--- config.mk ---
export PLATFORM = sky130hd
export DESIGN_NAME = binary16_div
export DESIGN_NICKNAME = d
export VERILOG_FILES = /design/src/rtl/binary16_div.sv
export SDC_FILE = /design/constraint.sdc
export NUM_CORES = 1
export LEC_CHECK = 0
export ABC_AREA = 0
export BUFFER_PORTS_ARGS = -buffer_cell sky130_fd_sc_hd__buf_2
export CAP_MARGIN = 40
export CORE_MARGIN = 1.5
export CORE_UTILIZATION = 55
export DETAILED_ROUTE_END_ITERATION = 8
export GPL_ROUTABILITY_DRIVEN = 0
export GPL_TIMING_DRIVEN = 0
export PLACE_DENSITY = 0.87
export SLEW_MARGIN = 10
export SYNTH_ARGS = -nofsm -noshare
export SYNTH_HDL_FRONTEND = slang
export SYNTH_SLANG_ARGS = --single-unit
--- constraint.sdc ---
create_clock -name clk_in -period 3.75 [get_ports clk_in]
set_input_delay 0.75 -clock clk_in [delete_from_list [all_inputs] [get_ports clk_in]]
set_output_delay 0.75 -clock clk_in [all_outputs]
set_load 0.03 [all_outputs]
--- src/rtl/binary16_div.sv ---
// binary16 divider: 12-step restoring mantissa division, one normalize cycle, then a registered result.
// Latency is fixed at 14 edges for every operand pair; special cases are resolved at accept time.
//
// state  | meaning
// IDLE   | waiting for a request, ready high
// DIVIDE | one restoring quotient bit per cycle, counter 11 down to 0
// NORM   | normalize quotient, range-check exponent, register result
// DONE   | result valid pulse, ready high (back-to-back accept allowed)
module binary16_div (
  input  logic        clk_in,
  input  logic        rst_n,
  input  logic [15:0] a,
  input  logic [15:0] b,
  input  logic        data_valid_in,
  output logic        ready,
  output logic [15:0] result,
  output logic        data_valid_out
);

  typedef enum logic [1:0] {IDLE, DIVIDE, NORM, DONE} state_t;

  state_t state, state_nxt;

  logic        sign_q;
  logic [4:0]  exp_a, exp_b;
  logic [12:0] rem;
  logic [10:0] dvsr;
  logic [11:0] quo;
  logic [3:0]  cnt;
  logic        spec_q;
  logic [15:0] spec_val;

  logic        accept;
  logic        a_nan, b_nan, a_inf, b_inf, a_zero, b_zero, sgn;
  logic        spec_hit;
  logic [15:0] spec_res;
  logic        rem_ge;
  logic [12:0] rem_sub;
  logic signed [6:0] e_norm;
  logic [9:0]  mant_norm;
  logic [15:0] norm_res;

  assign ready  = (state == IDLE) || (state == DONE);
  assign accept = data_valid_in && ready;

  assign a_nan  = (a[14:10] == 5'h1F) && (a[9:0] != 10'h0);
  assign b_nan  = (b[14:10] == 5'h1F) && (b[9:0] != 10'h0);
  assign a_inf  = (a[14:10] == 5'h1F) && (a[9:0] == 10'h0);
  assign b_inf  = (b[14:10] == 5'h1F) && (b[9:0] == 10'h0);
  assign a_zero = (a[14:10] == 5'h00);
  assign b_zero = (b[14:10] == 5'h00);
  assign sgn    = a[15] ^ b[15];

  // Subnormal operands count as zero here, so 0/subnormal is also NaN.
  always_comb begin
    spec_hit = 1'b1;
    spec_res = 16'h0000;
    if (a_nan || b_nan || (a_zero && b_zero) || (a_inf && b_inf))
      spec_res = 16'h7E00;
    else if (a_zero || b_inf)
      spec_res = {sgn, 15'h0};
    else if (b_zero || a_inf)
      spec_res = {sgn, 5'h1F, 10'h0};
    else
      spec_hit = 1'b0;
  end

  assign rem_ge  = rem >= {2'b00, dvsr};
  assign rem_sub = rem_ge ? (rem - {2'b00, dvsr}) : rem;

  assign e_norm    = $signed({2'b00, exp_a}) - $signed({2'b00, exp_b})
                   + (quo[11] ? 7'sd15 : 7'sd14);
  assign mant_norm = quo[11] ? quo[10:1] : quo[9:0];

  always_comb begin
    norm_res = {sign_q, e_norm[4:0], mant_norm};
    if (spec_q)
      norm_res = spec_val;
    else if (e_norm >= 7'sd31)
      norm_res = {sign_q, 5'h1F, 10'h0};
    else if (e_norm <= 7'sd0)
      norm_res = {sign_q, 15'h0};
  end

  always_ff @(posedge clk_in or negedge rst_n) begin
    if (!rst_n) state <= IDLE;
    else        state <= state_nxt;
  end

  always_comb begin
    state_nxt = state;
    case (state)
      IDLE:    state_nxt = accept ? DIVIDE : IDLE;
      DIVIDE:  state_nxt = (cnt == 4'd0) ? NORM : DIVIDE;
      NORM:    state_nxt = DONE;
      DONE:    state_nxt = accept ? DIVIDE : IDLE;
      default: state_nxt = IDLE;
    endcase
  end

  always_ff @(posedge clk_in or negedge rst_n) begin
    if (!rst_n) begin
      sign_q         <= 1'b0;
      exp_a          <= 5'h0;
      exp_b          <= 5'h0;
      rem            <= 13'h0;
      dvsr           <= 11'h0;
      quo            <= 12'h0;
      cnt            <= 4'h0;
      spec_q         <= 1'b0;
      spec_val       <= 16'h0;
      result         <= 16'h0;
      data_valid_out <= 1'b0;
    end else begin
      data_valid_out <= 1'b0;
      if (accept) begin
        sign_q   <= sgn;
        exp_a    <= a[14:10];
        exp_b    <= b[14:10];
        rem      <= {2'b01, a[9:0]};
        dvsr     <= {1'b1, b[9:0]};
        quo      <= 12'h0;
        cnt      <= 4'd11;
        spec_q   <= spec_hit;
        spec_val <= spec_res;
      end else if (state == DIVIDE) begin
        quo <= {quo[10:0], rem_ge};
        rem <= {rem_sub[11:0], 1'b0};
        if (cnt != 4'd0) cnt <= cnt - 4'd1;
      end else if (state == NORM) begin
        result         <= norm_res;
        data_valid_out <= 1'b1;
      end
    end
  end

endmodule

==> impl_metrics.json <==
{
  "outcome": "finished clean",
  "worstReg2RegStart": "exp_a[0]$_DFFE_PN0P_",
  "async_reset_ff_share_pct": 100.0,
  "cp.required_ps": 4030,
  "clk_pin_slew_worst_paths_ps": 90,
  "crit_arrival_ps": 3180,
  "max_slew_margin_pct": 51.84,
  "route.top_layer_used": "met4",
  "path_class": "flip-flop to flip-flop",
  "reg2reg_to": "result[10]$_DFFE_PN0P_",
  "core_region_area_mm2": 0.007687,
  "clockRootBuffer": "clkbuf_8",
  "holdBufCountCts": 0,
  "antenna_found_initial": 0,
  "drive_gt1_share_pct": 15.46,
  "grt_usage_pct": 26.34,
  "clock_skew_ps": 8.026,
  "ant_nets": 0,
  "totalWireLength_um": 10330,
  "power_density_mw_per_mm2": 1103,
  "yosysSeqAreaShare_pct": 42.79,
  "synth-main-ff-cell": "dfrtp_1",
  "syn_inst": 468,
  "cp_common_cell": "ha_1",
  "cts.sinks": 74,
  "start_kind": "flip-flop",
  "numCtsBuffers": 9,
  "synth_edf_count": 0,
  "cts_resized": 0,
  "clock.fmax_ghz": 0.3437,
  "synthToLayoutAreaGrowth_pct": 14.28,
  "wl_met2_um": 4823,
  "leakagePower_nw": 2.358,
  "post_drt_wl_per_cell_um": 16.16,
  "slowest_delay_ps": 490,
  "grt_pass1_wl_um": 17550,
  "dieArea_mm2": 0.008410,
  "fin_crit_sh_pct": 77.58,
  "io_buffers": 52,
  "rrSetupSlack_ps": 840,
  "nets": 590,
  "synth-seq-cells": 74,
  "hold_path_class": "input pin to asynchronous set/reset pin",
  "fp-row-count": 32,
  "met3_length_um": 623,
  "synth.distinct_cells": 63,
  "drv_slew": 0,
  "pin_count": 53,
  "fin_setup_tns_ps": 0,
  "grt_overflow": 0,
  "clkLatencyLatePin_ps": 360,
  "cts_tree": "yes",
  "routed_via_density": 5.909,
  "worst-slew-pin-transition_ps": 722.3,
  "post_cts_buffers": 0,
  "critPathSlowestCell": "fa_1",
  "cap_violations": 0,
  "rsz0062_at_grt": "false",
  "first_global_vias": 3710,
  "antenna_cells": 0,
  "htreeDepth": 3,
  "setup_viol_count_final": 0,
  "dieHeight_um": 91.71,
  "cts_buffer_depth": 2,
  "fin_total_pwr_w": 0.005456,
  "grt_max_degree": 39,
  "period_needed_ps": 2909,
  "drt_iter0_drc": 272,
  "syn-cell-area_mm2": 0.004328,
  "ir_drop_mv": 0.4655,
  "rr_worst_depth": 10,
  "dr.pass1.iters": 5,
  "synth_warnings": 0,
  "path_max_fanout": 5,
  "vias": 3776,
  "initial_core_util_pct": 56.30,
  "worst_setup_path_end_kind": "flip-flop",
  "crit_chain": "inv_1, ha_1, fa_1, ha_1, xor2_1, or3_1, or2b_1, o32a_1, a311o_1, o221ai_1",
  "hpwlAfterDp_um": 7589,
  "hold_viol_final": 0,
  "drc": 0,
  "die_w_um": 91.71,
  "syn_area_per_cell_um2": 9.248,
  "syn-num-nets": 526,
  "wl_met1_um": 4571
}
-- placed cells by master, fill, tap and decap left out, types with 5 or more instances in the layout --
cell type  instances
o21ai_1            5
mux2i_1           28
inv_1             31
nor2b_1            6
clkbuf_8           9
ha_1              21
or3_1              7
nor2_1            45
nor3_1            11
a21oi_1           21
xnor2_1            8
a31oi_1            7
clkbuf_1          14
o21ai_0           33
o21a_1             6
buf_2             53
o2bb2ai_1          9
nand2_1           56
dfrtp_1           74
nor4_1             6
-- state kept, by name (all words and copies together), names as in the netlist --
name,count
exp_b,5
exp_a,5
rem,13
dvsr,11
sign_q,1
spec_q,1
quo,12
cnt,4
state,2
result,16
spec_val,3
data_valid_out,1
-- layer usage --
layer,up-vias,GRT usage (%)
met1,1808,34.88
met3,30,3.317
met5,-,0
met2,154,42.48
met4,0,13.59
li1,1784,-
-- where the power goes --
group	internal (W)	switching [W]	total, W
sequential	0.00114	0.000211	0.00135
clock	0.000320	0.000340	0.000660
combinational	0.00140	0.00204	0.00344
total	0.00286	0.00260	0.00546
-- metrics by stage --
stage	utilization [%]	hold slack [ps]	setup slack, ps	cells	cell area, µm²
floorplan	-	417.5	1082	468	4328
global placement	61.34	439.8	961.0	622	4716
detailed placement	61.64	451.3	885.0	623	4738
CTS	64.34	358.0	872.4	639	4946
global route	64.34	376.8	665.6	639	4946
finish	64.34	343.7	840.7	639	4946
-- cells in the mapped netlist, types with 2 or more instances --
library cell	count	area, µm²
a21o_1	4	30.03
nor2_1	45	168.9
o21ai_0	33	165.2
o2bb2ai_1	9	78.83
dfrtp_1	74	1852
a31oi_1	7	43.79
o31ai_1	3	22.52
nor3_1	11	55.05
nand2_1	56	210.2
a211oi_1	3	22.52
fa_1	2	40.04
o211a_1	3	30.03
mux2i_1	28	280.3
and4_1	3	26.28
or4_1	2	15.01
xor2_1	3	26.28
nor4_1	6	37.54
xor2_2	2	32.53
xnor2_1	8	70.07
nand2b_1	4	25.02
buf_4	2	15.01
buf_2	2	10.01
clkbuf_1	14	52.55
nor2b_1	6	37.54
o21a_1	6	45.04
o31a_1	3	26.28
inv_1	31	116.4
and2_1	3	18.77
a2bb2oi_1	2	17.52
a21oi_1	21	105.1
ha_1	21	262.8
o221ai_1	3	26.28
nor3b_1	3	22.52
nand3_1	4	20.02
or3_1	7	43.79
o21ai_1	5	25.02
buf_1	3	11.26
-- worst max-delay path: cells and delay by family, from the launching register on --
kind / cells / cell delay, ps
AOI/OAI and AO/OA: 3 / 650
adders and majority gates: 3 / 1000
DFF: 1 / 330
xor gates and xnor gates: 1 / 210
and+or+nand+nor: 2 / 570
buffers and inverters: 1 / 50
-- cell families after synthesis --
| kind of cell | count (synthesis) | synth area share, % |
|---|---|---|
| simple gates | 158 | 17.20 |
| compound gates | 119 | 18.56 |
| flops | 74 | 42.79 |
| buf+inv | 53 | 5.001 |
| mux | 28 | 6.476 |
| fa+ha+maj | 23 | 6.996 |
| xor+xnor | 13 | 2.978 |
-- worst max path at each step --
| stage | slack, ps | from | cells after the start | to |
|---|---|---|---|---|
| after floorplan | 1080 | exp_b[0]$_DFFE_PN0P_ | 9 | result[12]$_DFFE_PN0P_ |
| after global placement | 960 | exp_a[0]$_DFFE_PN0P_ | 10 | result[10]$_DFFE_PN0P_ |
| after detailed placement | 880 | exp_a[0]$_DFFE_PN0P_ | 10 | result[10]$_DFFE_PN0P_ |
| after CTS | 870 | exp_a[0]$_DFFE_PN0P_ | 10 | result[10]$_DFFE_PN0P_ |
| after global routing | 670 | exp_a[0]$_DFFE_PN0P_ | 10 | result[3]$_DFFE_PN0P_ |
| final | 840 | exp_a[0]$_DFFE_PN0P_ | 10 | result[10]$_DFFE_PN0P_ |
-- area by class of cell --
type,instances,area [µm²]
fillers,614,2741
multi-input cells,341,2260
flip-flops and latches,74,1852
repair buffers,53,282.8
well taps,102,127.6
clock buffers,9,123.9
inverters,31,116.4
plain buffers,22,100.1
clock inverters,7,83.83
No activity file was read; power rests on OpenSTA's default activity.
